`config.mk`:
```
export PLATFORM = sky130hd
export DESIGN_NAME = serial_adder_flat
export DESIGN_NICKNAME = d
export VERILOG_FILES = /design/src/rtl/serial_adder_if.sv /design/src/rtl/serial_adder.sv /design/src/flat_wrapper.sv
export SDC_FILE = /design/constraint.sdc
export NUM_CORES = 1
export LEC_CHECK = 0
export ABC_AREA = 1
export CORE_MARGIN = 4
export CORE_UTILIZATION = 55
export CTS_CLUSTER_DIAMETER = 50
export DETAILED_ROUTE_END_ITERATION = 16
export PLACE_DENSITY = 0.83
export SYNTH_ARGS = -nofsm -noshare
export SYNTH_HDL_FRONTEND = slang
export SYNTH_SLANG_ARGS = --single-unit
```
`constraint.sdc`:
```
create_clock -name clk -period 2.05 [get_ports clk]
set_clock_uncertainty 0.05 [all_clocks]
set_input_delay 0.41 -clock clk [delete_from_list [all_inputs] [get_ports clk]]
set_output_delay 0.41 -clock clk [all_outputs]
set_load 0.05 [all_outputs]
```
`src/rtl/serial_adder_if.sv`:
```
// serial_adder_if: request/result bundle for the serial_adder block.
//   master: drives start, a, b, cin (and sub when SERIAL_ADDER_SUB_EN is defined),
//           observes busy, done, sum, cout.
//   slave : the adder itself, the mirror image of master.
// Optional feature macro: SERIAL_ADDER_SUB_EN adds the sub (subtract select) signal.
interface serial_adder_if #(
   parameter int unsigned WIDTH = 8
);
   logic             start;
   logic [WIDTH-1:0] a;
   logic [WIDTH-1:0] b;
   logic             cin;
`ifdef SERIAL_ADDER_SUB_EN
   logic             sub;
`endif
   logic             busy;
   logic             done;
   logic [WIDTH-1:0] sum;
   logic             cout;

   modport master (
      output start,
      output a,
      output b,
      output cin,
`ifdef SERIAL_ADDER_SUB_EN
      output sub,
`endif
      input  busy,
      input  done,
      input  sum,
      input  cout
   );

   modport slave (
      input  start,
      input  a,
      input  b,
      input  cin,
`ifdef SERIAL_ADDER_SUB_EN
      input  sub,
`endif
      output busy,
      output done,
      output sum,
      output cout
   );
endinterface

```
`src/rtl/serial_adder.sv`:
```
// serial_adder: multi-cycle adder that adds two WIDTH-bit operands DIGIT bits
// per clock, least-significant digit first, through a registered carry.
// A result takes N = WIDTH/DIGIT busy cycles plus one done cycle.
//
// Parameters:
//   WIDTH  operand/sum width (>= 1)
//   DIGIT  bits added per cycle, must divide WIDTH exactly
// Ports:
//   clk   rising-edge clock
//   rst   synchronous active-high reset, priority over everything
//   bus   serial_adder_if.slave:
//           start (in)  request, accepted while busy=0
//           a, b  (in)  operands, sampled on the accepting edge
//           cin   (in)  carry-in, sampled on the accepting edge
//           sub   (in)  subtract select (only with SERIAL_ADDER_SUB_EN)
//           busy  (out) digit cycles in progress
//           done  (out) one-cycle result-valid pulse
//           sum   (out) result, held until the next completion
//           cout  (out) carry out of the MSB, held with sum
// Optional feature macro: SERIAL_ADDER_SUB_EN (a - b via inverted B and forced carry-in).
module serial_adder #(
   parameter int unsigned WIDTH = 8,
   parameter int unsigned DIGIT = 1
) (
   input  logic           clk,
   input  logic           rst,
   serial_adder_if.slave  bus
);

   localparam int unsigned N     = WIDTH / DIGIT;
   localparam int unsigned CNT_W = (N > 1) ? $clog2(N) : 1;

   typedef enum logic [1:0] {
      IDLE = 2'd0,
      BUSY = 2'd1,
      DONE = 2'd2
   } state_t;

   state_t state;
   state_t state_nxt;

   // Operand, partial-result and carry shift registers
   logic [WIDTH-1:0] a_sr;
   logic [WIDTH-1:0] b_sr;
   logic [WIDTH-1:0] res_sr;
   logic             carry;
   logic [CNT_W-1:0] cnt;

   // Registered outputs
   logic [WIDTH-1:0] sum_q;
   logic             cout_q;
   logic             busy_q;
   logic             done_q;

   // Next-state side information
   logic             accept;
   logic             last_digit;

   // Operand conditioning at the accepting edge
   logic [WIDTH-1:0] b_in;
   logic             c_in;

   // One digit of addition: {carry_out, digit_sum}
   logic [DIGIT:0]   digit_add;
   logic [WIDTH-1:0] res_shift;

   // Subtraction reuses the adder: a + ~b + 1
`ifdef SERIAL_ADDER_SUB_EN
   always_comb begin
      b_in = bus.b;
      c_in = bus.cin;
      if (bus.sub) begin
         b_in = ~bus.b;
         c_in = 1'b1;
      end
   end
`else
   always_comb begin
      b_in = bus.b;
      c_in = bus.cin;
   end
`endif

   // Digit adder and result shift: new digit enters at the MSB end
   always_comb begin
      digit_add = {1'b0, a_sr[DIGIT-1:0]} + {1'b0, b_sr[DIGIT-1:0]}
                + (DIGIT+1)'(carry);
      res_shift = WIDTH'({digit_add[DIGIT-1:0], res_sr} >> DIGIT);
   end

   // State register
   always_ff @(posedge clk) begin
      if (rst) begin
         state <= IDLE;
      end else begin
         state <= state_nxt;
      end
   end

   // Next-state logic
   always_comb begin
      state_nxt  = state;
      accept     = 1'b0;
      last_digit = 1'b0;
      case (state)
         IDLE: begin
            if (bus.start) begin
               accept    = 1'b1;
               state_nxt = BUSY;
            end
         end
         BUSY: begin
            if (cnt == CNT_W'(N - 1)) begin
               last_digit = 1'b1;
               state_nxt  = DONE;
            end
         end
         DONE: begin
            if (bus.start) begin
               accept    = 1'b1;
               state_nxt = BUSY;
            end else begin
               state_nxt = IDLE;
            end
         end
         default: begin
            state_nxt = IDLE;
         end
      endcase
   end

   // Datapath and registered outputs
   always_ff @(posedge clk) begin
      if (rst) begin
         a_sr   <= '0;
         b_sr   <= '0;
         res_sr <= '0;
         carry  <= 1'b0;
         cnt    <= '0;
         sum_q  <= '0;
         cout_q <= 1'b0;
         busy_q <= 1'b0;
         done_q <= 1'b0;
      end else begin
         busy_q <= (state_nxt == BUSY);
         done_q <= (state_nxt == DONE);
         if (accept) begin
            a_sr   <= bus.a;
            b_sr   <= b_in;
            carry  <= c_in;
            res_sr <= '0;
            cnt    <= '0;
         end else if (state == BUSY) begin
            a_sr   <= a_sr >> DIGIT;
            b_sr   <= b_sr >> DIGIT;
            carry  <= digit_add[DIGIT];
            res_sr <= res_shift;
            cnt    <= cnt + CNT_W'(1);
            // sum/cout only move on the edge that enters DONE
            if (last_digit) begin
               sum_q  <= res_shift;
               cout_q <= digit_add[DIGIT];
            end
         end
      end
   end

   assign bus.busy = busy_q;
   assign bus.done = done_q;
   assign bus.sum  = sum_q;
   assign bus.cout = cout_q;

endmodule

```
`src/flat_wrapper.sv`:
```
// flat-port wrapper written by rule: the top's interface ports become plain ports
module serial_adder_flat 
#(
   parameter int unsigned WIDTH = 8,
   parameter int unsigned DIGIT = 1
)
  (clk, rst, bus_start, bus_a, bus_b, bus_cin, bus_busy, bus_done, bus_sum, bus_cout);
  serial_adder_if #(.WIDTH(WIDTH)) bus_i ();
  input  logic clk;
  input  logic rst;
  input wire logic [$bits(bus_i.start)-1:0] bus_start;
  input wire logic [$bits(bus_i.a)-1:0] bus_a;
  input wire logic [$bits(bus_i.b)-1:0] bus_b;
  input wire logic [$bits(bus_i.cin)-1:0] bus_cin;
  output wire logic [$bits(bus_i.busy)-1:0] bus_busy;
  output wire logic [$bits(bus_i.done)-1:0] bus_done;
  output wire logic [$bits(bus_i.sum)-1:0] bus_sum;
  output wire logic [$bits(bus_i.cout)-1:0] bus_cout;
  assign bus_i.start = bus_start;
  assign bus_i.a = bus_a;
  assign bus_i.b = bus_b;
  assign bus_i.cin = bus_cin;
  assign bus_busy = bus_i.busy;
  assign bus_done = bus_i.done;
  assign bus_sum = bus_i.sum;
  assign bus_cout = bus_i.cout;
  serial_adder #(.WIDTH(WIDTH), .DIGIT(DIGIT)) u_core (.clk(clk), .rst(rst), .bus(bus_i));
endmodule
```
==> results of run 1 <==
stage by stage:
stage | std cells | worst slack, ps | total power [mW]
floorplan | 226 | 872 | 0.989
global placement | 290 | 300 | 1.03
detailed placement | 290 | 270 | 1.04
CTS | 298 | 60.0 | 1.54
global route | 298 | 12.6 | 1.60
finish | 298 | 85.1 | 1.53
power by group:
part / internal, mW / switching, mW
registers: 0.807 / 0.0190
logic: 0.0815 / 0.112
clock network: 0.256 / 0.253
total: 1.14 / 0.384
metal layers:
metal | wire, microns | vias to the layer above | global-route usage [%] | share of wire [%]
li1 | - | 791 | - | -
met1 | 1710 | 668 | 22.3 | 49
met2 | 1550 | 34 | 28.9 | 44
met3 | 162 | 10 | 3.64 | 4.6
met4 | 83 | 0 | 11.9 | 2.4
met5 | 0 | - | 0 | 0
layout make-up:
cell class | instances | share of cell area, %
clock inverters | 2 | 1.64
well taps | 44 | 2.58
repair buffers | 35 | 15.9
flip-flops and latches | 40 | 37.6
clock buffers | 6 | 1.94
multi-input cells | 150 | 36.6
inverters | 21 | 3.82
worst max path at each step:
stage	from	end	slack, ps	depth (start not counted)
finish	u_core.bus.sum[5]	bus_sum[5]	90	1
global route	u_core.bus.sum[2]	bus_sum[2]	10	1
CTS	u_core.bus.sum[7]	bus_sum[7]	60	1
detailed placement	bus_start	u_core.cnt[0]	270	4
global placement	bus_start	u_core.cnt[0]	300	4
floorplan	u_core.cnt[0]	u_core.bus.sum[0]	870	5
cell usage in the layout, fill, tap and decap left out, types with 2 or more instances in the layout:
master,count
a21oi_1,21
clkbuf_4,5
clkdlybuf4s50_1,30
inv_1,18
a21oi_2,8
nand3_1,57
nand2_1,47
ha_1,2
nand2_2,10
buf_4,5
dfxtp_1,40
inv_2,2
cell families (layout without fill, tap and decap cells):
kind of cell               Yosys count  in the layout  share of synthesized area (%)
buffers and inverters               36             64                           11.1
DFF                                 40             40                           45.1
xor gates and xnor gates             1              1                          0.493
AOI/OAI and AO/OA                   29             29                           9.86
and+or+nand+nor                    117            117                           31.0
adders and majority gates            3              3                           2.54
registers in the layout, indices dropped and copies added, names as in the netlist:
signal and flops:
u_core.bus.done 1, u_core.cnt 3, u_core.bus.busy 1, u_core.b_sr 8, u_core.carry 1, u_core.bus.sum 8, u_core.res_sr 7, u_core.bus.cout 1
u_core.a_sr 8, u_core.state 2
==> impl_metrics.json, run 1 <==
{
  "required_ps": 1590,
  "final_nets": 276,
  "synthCells": 226,
  "vias_per_cell": 5.04,
  "clk_latency_ps": 350,
  "ant_nets": 0,
  "port_buffers": 30,
  "regToRegSetupSlack_ps": 610,
  "initial_core_util_pct": 57.7,
  "finalHoldWorstSlack_ps": 428,
  "synth_nets": 249,
  "ctsHoldBuffers": 0,
  "rsz0062_at_grt": "false",
  "synth_common_cells": "nand3_1 (57), nand2_1 (47), dfxtp_1 (40), a21oi_1 (21), inv_1 (18)",
  "area_delta_synth_final_pct": 19.9,
  "synth_top_area_cell": "dfxtp_1",
  "fillCellCount": 272,
  "synth_area_leaders": "dfxtp_1 (45%), nand3_1 (16%), nand2_1 (9.9%)",
  "yosysSeqAreaShare_pct": 45.1,
  "finalMaxSlewViolations": 0,
  "die_area_sq_um": 4200,
  "grt_pass1_vias": 1372,
  "wire_per_inst_microns": 11.7,
  "yosys.cell_count.top_type": "nand3_1",
  "clock-root-buffer": "clkbuf_4",
  "syn_area_sq_um": 1780,
  "tightest_slew_ps": 619,
  "max_cap_violations": 0,
  "outcome": "complete, no violations",
  "crit_path_end_kind": "primary output",
  "multi_input_area_sq_um": 779,
  "post_cts_buffers": 0,
  "grt_max_degree": 30,
  "die_h_microns": 64.8,
  "drtPass1Iterations": 4,
  "power_leakage_nw": 0.882,
  "post_dp_cell_area_sq_um": 2050,
  "async_reset_ff_share_pct": 0,
  "finalCritPeriodShare_pct": 95.8,
  "path_clk_slew_ps": 110,
  "gr-total-overflow": 0,
  "syn_area_per_cell_sq_um": 7.86,
  "grt_pass1_wl_microns": 5850,
  "power_density_nw_per_um2": 717,
  "period_needed_ps": 1960,
  "tritoncts": "yes",
  "synth-edff-count": 0,
  "crit_chain": "clkdlybuf4s50_1",
  "antenna_found_initial": 0,
  "gp_congestion": 0.797,
  "min_from": "u_core.res_sr[1]",
  "std_cell_rows": 20,
  "critPathLaunchType": "flip-flop",
  "fin_util_pct": 69.2,
  "layout-drive-gt1-share_pct": 13.8,
  "dp_hpwl_microns": 2420,
  "reg2reg_from": "u_core.state[0]",
  "max_freq_mhz": 509,
  "crit_buf_inv": 1,
  "synth_seq_cells": 40,
  "yosys_warnings": 0,
  "cts.sinks": 40,
  "critPathMaxStageDelay_ps": 810,
  "vias": 1503,
  "slowest_stage": "clkdlybuf4s50_1",
  "synthFlopType": "dfxtp_1",
  "cts_buffers": 5,
  "detail_route.wirelength_microns": 3500,
  "ys_types": 21,
  "worstSetupPathType": "reg -> out",
  "regArea_sq_um": 801,
  "r2r-end": "u_core.bus.sum[0]",
  "peakVddDrop_uv": 415,
  "core_sq_um": 3080,
  "hold_path_end": "u_core.res_sr[1]",
  "arrival_ps": 1500,
  "grtUsageTotal_pct": 18.2,
  "ios": 31,
  "antenna_cells": 0,
  "r2r_cells": 5,
  "setup_tns_ps": 0,
  "drcViolationCount": 0,
  "min_path_type": "reg -> reg",
  "design_area_sq_um": 2130,
  "finalHoldViolCount": 0,
  "netlist.area_leader.share_pct": 45.1,
  "cts_buffer_depth": 2,
  "worstPathMaxFanout": 2,
  "setup-violations-final": 0,
  "path_delay_family": "buffers and inverters",
  "slew-limit-headroom_pct": 58.6,
  "die_w_microns": 64.8,
  "postCtsResizedCells": 0,
  "h-tree-depth": 2,
  "drt_iter0_drc": 129,
  "hold_depth": 2
}
Note: power is estimated with default switching activity, not from simulation.
==> inputs of run 2 (changes only) <==
CORE_MARGIN = 5   (was 4)
==> impl_metrics.json, run 2 (synthesis results as in run 1) <==
{
  "cts.sinks": 40,
  "max_freq_mhz": 509,
  "gp_congestion": 0.768,
  "detail_route.wirelength_microns": 3510,
  "grt_pass1_wl_microns": 6120,
  "dp_hpwl_microns": 2390,
  "antenna_found_initial": 0,
  "arrival_ps": 1500,
  "port_buffers": 30,
  "ios": 31,
  "ctsHoldBuffers": 0,
  "drtPass1Iterations": 4,
  "finalMaxSlewViolations": 0,
  "initial_core_util_pct": 57.7,
  "vias_per_cell": 5.20,
  "min_path_type": "reg -> reg",
  "required_ps": 1590,
  "std_cell_rows": 20,
  "critPathLaunch": "u_core.bus.sum[4]",
  "drcViolationCount": 0,
  "post_dp_cell_area_sq_um": 2050,
  "vias": 1545,
  "power_frac_seq_pct": 59.2,
  "drt_iter0_drc": 104,
  "worstSetupPathType": "reg -> out",
  "antenna_cells": 0,
  "max_cap_violations": 0,
  "critPathLaunchType": "flip-flop",
  "outcome": "complete, no violations",
  "layout_common_cells": "nand3_1 (57), nand2_1 (47), dfxtp_1 (40), clkdlybuf4s50_1 (30), a21oi_1 (21)",
  "clkPwrFrac_pct": 26.8,
  "crit_chain": "clkdlybuf4s50_1",
  "swShare_pct": 27.3,
  "finalCritPeriodShare_pct": 95.8,
  "period_needed_ps": 1960,
  "min_from": "u_core.bus.sum[2]",
  "ant_nets": 0,
  "gr-total-overflow": 0,
  "power_density_nw_per_um2": 662,
  "grt_pass1_vias": 1382,
  "path_clk_slew_ps": 120,
  "setup-violations-final": 0,
  "post_cts_buffers": 0,
  "area_delta_synth_final_pct": 18.5,
  "postCtsResizedCells": 0,
  "fin_util_pct": 68.4,
  "p_sw_uw": 380,
  "h-tree-depth": 2,
  "slew-limit-headroom_pct": 56.4,
  "finalHoldViolCount": 0,
  "internal-power_mw": 1.01,
  "reg2reg_from": "u_core.state[0]",
  "slowest_stage": "clkdlybuf4s50_1",
  "crit_buf_inv": 1,
  "final_nets": 276,
  "final_common_cell": "nand3_1",
  "final_cell_count_no_fill": 297,
  "clk_latency_ps": 340,
  "rsz0062_at_grt": "false",
  "tritoncts": "yes",
  "path_delay_family": "buffers and inverters",
  "clock-root-buffer": "clkbuf_4",
  "critPathMaxStageDelay_ps": 800,
  "power_frac_comb_pct": 14.0,
  "cts_buffers": 5,
  "worstPathMaxFanout": 2,
  "cts_buffer_depth": 2,
  "peakVddDrop_uv": 453,
  "design_area_sq_um": 2100,
  "tightest_slew_ps": 651,
  "die_w_microns": 66.8,
  "grt_max_degree": 30,
  "die_h_microns": 66.8,
  "crit_path_end_kind": "primary output",
  "dp.cells": 290,
  "fillCellCount": 267,
  "die_area_sq_um": 4470,
  "layout-drive-gt1-share_pct": 13.8,
  "wire_per_inst_microns": 11.8,
  "grtUsageTotal_pct": 17.5,
  "setup_tns_ps": 0,
  "finalHoldWorstSlack_ps": 427,
  "power_leakage_nw": 0.867,
  "core_sq_um": 3080
}
[run 2: power by group through the flow]
stage / clock network (mW) / registers, mW / logic, mW
finish: 0.373 / 0.826 / 0.195
global route: 0.418 / 0.830 / 0.217
CTS: 0.384 / 0.826 / 0.194
detailed placement: 0 / 0.843 / 0.193
global placement: 0 / 0.843 / 0.190
floorplan: 0 / 0.843 / 0.146
[run 2: area by class of cell]
type / count / area, sq um / share of cell area (%)
flip-flops and latches: 40 / 801 / 38.0
well taps: 44 / 55.1 / 2.62
repair buffers: 35 / 338 / 16.1
clock buffers: 5 / 37.5 / 1.78
multi-input cells: 150 / 779 / 37.0
clock inverters: 2 / 12.5 / 0.595
inverters: 21 / 81.3 / 3.86
[run 2: worst reg2reg max path: cells and delay by family, from the launching register on]
family | cells | cell delay, ps
buf+inv | 1 | 150
simple gates | 2 | 580
flops | 1 | 500
compound gates | 1 | 170
[run 2: final timing paths]
check                                    endpoint  slack [ps]  depth (start not counted)
worst min register to register  u_core.bus.sum[2]         430                          2
worst min-delay path            u_core.bus.sum[2]         430                          2
worst max-delay path                   bus_sum[4]          90                          1
worst max register to register   u_core.res_sr[1]         550                          4
[run 2: routing by layer]
| metal | vias to the layer above | share of wire, % | global-route usage (%) |
|---|---|---|---|
| li1 | 792 | - | - |
| met4 | 0 | 0.74 | 6.35 |
| met1 | 699 | 47 | 24.4 |
| met5 | - | 0 | 0 |
| met3 | 4 | 6.0 | 4.55 |
| met2 | 50 | 46 | 25.9 |
[run 2: per-stage QoR]
step,total power [mW],setup slack (ps)
2_1_floorplan,0.989,872
3_3_place_gp,1.03,382
3_5_place_dp,1.04,347
4_1_cts,1.40,69.8
5_1_grt,1.46,30.6
6_report,1.39,86.0
==> inputs of run 3 (changes only) <==
CELL_PAD_IN_SITES_DETAIL_PLACEMENT = 1   (was not set)
CELL_PAD_IN_SITES_GLOBAL_PLACEMENT = 1   (was not set)
CORE_UTILIZATION = 41   (was 55)
PLACE_DENSITY = not set   (was 0.83)
PLACE_DENSITY_LB_ADDON = 0.1   (was not set)
==> impl_metrics.json, run 3 (synthesis results as in run 1) <==
{
  "ant_nets": 0,
  "std_cell_rows": 24,
  "grt_pass1_wl_microns": 7190,
  "reg2reg_from": "u_core.state[0]",
  "vias_per_cell": 5.10,
  "max_cap_violations": 0,
  "setup_tns_ps": 0,
  "antenna_cells": 0,
  "hold_depth": 2,
  "top_layer": "met4",
  "peakVddDrop_uv": 628,
  "die_w_microns": 75.8,
  "initial_core_util_pct": 41.7,
  "finalMaxSlewViolations": 0,
  "crit_chain": "clkdlybuf4s50_1",
  "wirelength_met1_microns": 1760,
  "ctsHoldBuffers": 0,
  "h-tree-depth": 2,
  "path_delay_family": "buffers and inverters",
  "fin_util_pct": 51.3,
  "critPathMaxStageDelay_ps": 810,
  "slew-limit-headroom_pct": 54.8,
  "dp.cells": 298,
  "port_buffers": 30,
  "vias": 1562,
  "dp_hpwl_microns": 2840,
  "r2r-end": "u_core.a_sr[4]",
  "rsz0062_at_grt": "false",
  "clock-root-buffer": "clkbuf_8",
  "outcome": "complete, no violations",
  "drt_iter0_drc": 67,
  "fillCellCount": 545,
  "r2r_cells": 4,
  "detail_route.wirelength_microns": 4230,
  "cts_buffer_depth": 2,
  "tritoncts": "yes",
  "required_ps": 1590,
  "cts.sinks": 40,
  "gr-total-overflow": 0,
  "min_path_type": "reg -> reg",
  "final_nets": 276,
  "wl_met2_microns": 2210,
  "cts_buffers": 5,
  "gp_congestion": 0.696,
  "dr_wl_met3_microns": 180,
  "power_density_nw_per_um2": 783,
  "tightest_slew_ps": 675,
  "crit_path_end_kind": "primary output",
  "die_h_microns": 75.8,
  "worstPathMaxFanout": 2,
  "wire_per_inst_microns": 13.8,
  "ios": 31,
  "finalCritPeriodShare_pct": 93.8,
  "drtPass1Iterations": 4,
  "antenna_found_initial": 0,
  "p_total_mw": 1.71,
  "min_from": "u_core.bus.sum[0]",
  "period_needed_ps": 1920,
  "layout_common_cells": "nand3_1 (57), nand2_1 (47), dfxtp_1 (40), clkdlybuf4s50_1 (30), a21oi_1 (21)",
  "path_clk_slew_ps": 90,
  "grt_max_degree": 30,
  "core_sq_um": 4260,
  "layout-drive-gt1-share_pct": 14.2,
  "crit_buf_inv": 1,
  "grtUsageTotal_pct": 16.5,
  "grt_pass1_vias": 1631,
  "slowest_stage": "clkdlybuf4s50_1",
  "setup_ws_ps": 127,
  "arrival_ps": 1460,
  "setup-violations-final": 0,
  "area_delta_synth_final_pct": 23.0,
  "place_ws_ps": 323,
  "final_cell_count_no_fill": 306,
  "final_common_cell": "nand3_1",
  "regToRegSetupSlack_ps": 470,
  "critPathLaunchType": "flip-flop",
  "die_area_sq_um": 5750,
  "postCtsResizedCells": 0,
  "clk_latency_ps": 300,
  "finalHoldViolCount": 0,
  "max_freq_mhz": 520,
  "post_cts_buffers": 0,
  "power_leakage_nw": 0.901,
  "worstSetupPathType": "reg -> out",
  "hold_path_end": "u_core.bus.sum[0]",
  "drcViolationCount": 0
}
## run 3: report_power, final
part           internal [mW]  switching, mW  leakage [nW]  total (mW)
Clock                  0.398          0.288        0.0614       0.686
Sequential             0.806         0.0179         0.326       0.824
Combinational         0.0821          0.119         0.514       0.201
## run 3: cell type report
type | count | area, sq um | area share [%]
inverters | 21 | 81.3 | 3.72
clock inverters | 2 | 38.8 | 1.77
multi-input cells | 150 | 779 | 35.7
repair buffers | 35 | 338 | 15.5
well taps | 52 | 65.1 | 2.98
flip-flops and latches | 40 | 801 | 36.6
clock buffers | 6 | 82.6 | 3.78
## run 3: worst max-delay path by stage
stage / slack (ps) / end / start / cells past startpoint
6_report: 130 / bus_sum[6] / u_core.bus.sum[6] / 1
5_1_grt: 80 / bus_sum[6] / u_core.bus.sum[6] / 1
4_1_cts: 110 / bus_sum[6] / u_core.bus.sum[6] / 1
3_5_place_dp: 320 / u_core.cnt[0] / bus_start / 4
3_3_place_gp: 340 / u_core.cnt[0] / bus_start / 4
2_1_floorplan: 870 / u_core.bus.sum[0] / u_core.cnt[0] / 5
## run 3: through the flow
step	instance area [sq um]	hold WS, ps
floorplan	1780	395
finish	2190	425
global placement	2060	409
detailed placement	2060	413
global route	2190	451
CTS	2190	430
## run 3: metal layers
layer  vias to the layer above  GRT usage (%)
li1                        787              -
met1                       738           18.0
met2                        28           30.0
met3                         9           3.69
met4                         0           7.38
met5                         -              0
==> patch 1: new RTL, settings of run 2 <==
`WIDTH` is set to 8 in 3 places; all go to 16.
--- a/src/rtl/serial_adder_if.sv
+++ b/src/rtl/serial_adder_if.sv
@@ -6,3 +6,3 @@
 interface serial_adder_if #(
-   parameter int unsigned WIDTH = 8
+   parameter int unsigned WIDTH = 16
 );
--- a/src/rtl/serial_adder.sv
+++ b/src/rtl/serial_adder.sv
@@ -21,3 +21,3 @@
 module serial_adder #(
-   parameter int unsigned WIDTH = 8,
+   parameter int unsigned WIDTH = 16,
    parameter int unsigned DIGIT = 1
--- a/src/flat_wrapper.sv
+++ b/src/flat_wrapper.sv
@@ -3,3 +3,3 @@
 #(
-   parameter int unsigned WIDTH = 8,
+   parameter int unsigned WIDTH = 16,
    parameter int unsigned DIGIT = 1
Ports: changed (resized bus_a, bus_b and bus_sum); port bits go from 31 to 55. The function was not compared with the original's and may differ.
==> patch 1 against run 2 <==
Clock power increased to 2.9 times the old value. Design area rose by 86%. Setup slack lost 25 ps. Sequential power grew 85%. Sequential share of layout area down 0.65 points. Sequential cell count increased by 33. Die area up 63%. Utilization rose by 2.6 points. Total power increased by 110%. Routed wire length increased by 96%. Fmax shrank 1.3%. Synthesized area up 76%. First-iteration DRC count is 83% higher.
==> patch 1: results (changes against run 2) <==
[synthesis]
synth.lib_cells_used.distinct=19  ; -9.5%
ys_seq_area_share_pct=46.7  ; +1.6 points
synthXorXnorAreaFrac_pct=0  ; -0.49 points
synthAdderAreaFrac_pct=1.04  ; -1.5 points
synthTopCellsByCount=133 x nand2_1, 73 x dfxtp_1, 56 x nand3_1
synthMuxAreaShare_pct=0  ; unchanged
synth_compound_area_share_pct=9.60  ; -0.26 points
syn_nets=492  ; +98%
synthTopCellsByArea=dfxtp_1 47%, nand2_1 16%, nand3_1 9.0%, inv_1 6.4%, a21oi_1 6.1%

[layout]
fin_nets=543  ; +97%
drive_gt1_share_pct=8.04  ; -5.8 points

[outcome]
status=completed

[global_route]
grt_max_degree=23  ; -23%
grt_first_pass_wirelength_um=12000  ; +97%
first_global_vias=2727  ; +97%
grt_usage_pct=20.2  ; +2.7 points

[clock_tree]
cts_buffers=9  ; +4
cts.root.buffer_cell=clkbuf_8
ctsHtreeMaxLevel=3  ; +1
cts_resized=0  ; unchanged
cts.clk_slew.worst_paths_ps=90  ; -30 ps

[place]
dp_hpwl_um=4740  ; +99%
gp_congestion=0.769  ; about the same
io_buffers=54  ; +80%

[drt]
routedWlPerCell_um=11.8  ; about the same
via_per_inst=5.03  ; -3.3%

[worst_setup_path]
max_stage_delay_ps=820  ; +20 ps
worstPathArrival_ps=1530  ; +30 ps

[sta]
relSlewSlack_pct=66.4  ; +9.9 points

[pwr]
p_leak_uw=0.00177  ; +100%
ir_drop_mv=0.494  ; +8.9%

patch 1: cell types whose count changed after synthesis, moves of 6 or more:
cell / change
buf_2: +8
a21oi_1: +17
nand2_2: -6
nand2_1: +86
dfxtp_1: +33
nor2_1: +37
o21ai_0: +16
a21oi_2: -8
inv_1: +35
o21ai_1: +6
patch 1: final cells by class:
class / instances / area (um^2)
sequential: 73 / 1460
clock buffer: 9 / 124
fill: 468 / 1600
multi-input combinational: 297 / 1310
inverter: 59 / 224
clock inverter: 7 / 62.6
tap: 72 / 90.1
timing repair buffer: 65 / 636
patch 1: cell families after synthesis:
logic type | after synthesis
adder cells (fa/ha/maj) | 2
flip-flops | 73
AND/OR/NAND/NOR | 235
buffers and inverters | 84
AO/OA/AOI/OAI | 60
patch 1: per-layer routing:
| layer | track usage (%) | up-vias | wire length (um) | part of all wire (%) |
|---|---|---|---|---|
| li1 | - | 1505 | - | - |
| met1 | 25.3 | 1331 | 3030 | 44 |
| met2 | 32.8 | 80 | 3210 | 47 |
| met3 | 4.27 | 12 | 476 | 6.9 |
| met4 | 10.4 | 0 | 146 | 2.1 |
| met5 | 0 | - | 0 | 0 |
patch 1: stage by stage:
| stage | setup WS [ps] | instances | util, % | area, um^2 |
|---|---|---|---|---|
| 2_1_floorplan | 711 | 454 | - | 3130 |
| 3_3_place_gp | 237 | 566 | 67.6 | 3720 |
| 3_5_place_dp | 182 | 566 | 67.6 | 3720 |
| 4_1_cts | 50.5 | 582 | 71.0 | 3910 |
| 5_1_grt | 23.5 | 582 | 71.0 | 3910 |
| 6_report | 60.5 | 582 | 71.0 | 3910 |
patch 1: worst paths after layout:
check / slack (ps) / start / cells past startpoint / end
setup / recovery: 60 / u_core.bus.cout / 1 / bus_cout
hold / removal: 420 / u_core.res_sr[9] / 2 / u_core.bus.sum[8]
setup reg to reg: 310 / u_core.state[1] / 7 / u_core.bus.sum[15]
hold reg to reg: 420 / u_core.res_sr[9] / 2 / u_core.bus.sum[8]
patch 1: power by group:
part           total [uW]  switching [uW]  internal, uW
Clock                1070             603           464
Combinational         401             228           173
Sequential           1530            38.6          1490
patch 1: worst reg2reg max path: stages, from the launching register on:
cell     delay, ps
dfxtp_1        350
inv_2          230
nand2_2        280
nor2_2         230
nand2_1        160
inv_2          220
nand2_1         90
nand2_1         60
==> patch 2: new RTL, flow settings as in run 2 <==
Without the edit above. The 3 states of `state_t` get a one-hot encoding in 3 bits.
--- a/src/rtl/serial_adder.sv
+++ b/src/rtl/serial_adder.sv
@@ -32,6 +32,6 @@
 
-   typedef enum logic [1:0] {
-      IDLE = 2'd0,
-      BUSY = 2'd1,
-      DONE = 2'd2
+   typedef enum logic [2:0] {
+      IDLE = 3'b001,
+      BUSY = 3'b010,
+      DONE = 3'b100
    } state_t;
Check against the original RTL: no difference found for any inputs over 10 cycles, from zero or initial values and one cycle with rst high; not proved beyond that.
==> patch 2 against run 2 <==
Sequential cell count grew 1. Routed wire length rose by 2.0%. Total power increased by 14%. Cell count grew 7.7%. Setup slack worse by 12 ps. Design area grew 5.1%. Synthesized area increased by 2.1%.
==> patch 2: results (changes against run 2) <==
[outcome]
status=completed

[synthesis]
synth.avg_cell_area_um2=7.41  ; -5.8%
synthTopCellsByCount=72 x nand2_1, 41 x dfxtp_1, 29 x nor2_1
syn_nets=268  ; +7.6%
synth.lib_cells_used.distinct=22  ; +4.8%
synthTopCellsByArea=dfxtp_1 45%, nand2_1 15%, nor2_1 6.0%, nand4_1 5.9%, a21oi_1 5.0%
ys_seq_area_share_pct=45.2  ; +0.17 points

[worst_setup_path]
worstSetupEndpoint=bus_sum[7]
rr_startpoint=u_core.state[1]
crit_path_start=u_core.bus.sum[7]
regToRegEndpoint=u_core.b_sr[4]
reg2reg_slack_ps=530  ; -20 ps

[layout]
clk_share_pct=4.02  ; +1.6 points
nNonClkInverters=24  ; +14%
buf_share_pct=16.0  ; -0.10 points
drive_gt1_share_pct=9.78  ; -4.1 points
multi_input_area_share_pct=36.4  ; -0.67 points
seq_cells=41  ; +2.5%
fillers=275  ; +3.0%
multi_input_gates=167  ; +11%

[sta]
tightest_slew_ps=519  ; -132 ps

[pwr]
seq_cell_power_uw=844  ; +2%
ir_drop_mv=0.379  ; -16%
pg_clk_uw=554  ; +49%
power_density_nw_per_um2=720  ; +8.8%
p_leak_uw=0.00101  ; +16%

[global_route]
first_global_vias=1458  ; +5.5%
grt_max_degree=19  ; -37%
grt_first_pass_wirelength_um=6240  ; +1.9%
met2_usage_pct=28.6  ; +2.7 points
met3_usage_pct=5.16  ; +0.60 points

[place]
dp_cells=312  ; +7.6%

[drt]
wl_um=3580  ; +2.0%
vias=1596  ; +3.3%
wl_met3_um=184  ; -12%
via_per_inst=4.99  ; -4.1%

[hold_path]
holdCritStartpoint=u_core.res_sr[1]
hold_end=u_core.res_sr[1]

## patch 2: changes by cell type in the layout (fill, tap and decap cells not counted), moves of 5 or more
cell	before	now
nand3_1	57	18
a21oi_2	8	0
nand2_1	47	72
nor2_1	1	29
nand2_2	10	5
nand4_1	0	17
## patch 2: what timing repair did
item | 4_1_cts | 5_1_grt
resized for setup | 0 | 3
buffers inserted | 0 | 0
setup endpoints to repair | 0 | 3
## patch 2: logic make-up after synthesis
| kind of cell | Yosys count | share of synthesized area, % |
|---|---|---|
| buffers and inverters | 37 | 10.4 |
| adders and majority gates | 3 | 2.48 |
| AOI/OAI and AO/OA | 18 | 4.97 |
| DFF | 41 | 45.2 |
| xor gates and xnor gates | 1 | 0.483 |
| and+or+nand+nor | 145 | 36.4 |
## patch 2: per-stage QoR
| step | hold slack, ps | area [um^2] |
|---|---|---|
| floorplan | 389 | 1810 |
| global placement | 403 | 2120 |
| detailed placement | 407 | 2120 |
| CTS | 426 | 2200 |
| global route | 455 | 2210 |
| finish | 425 | 2210 |
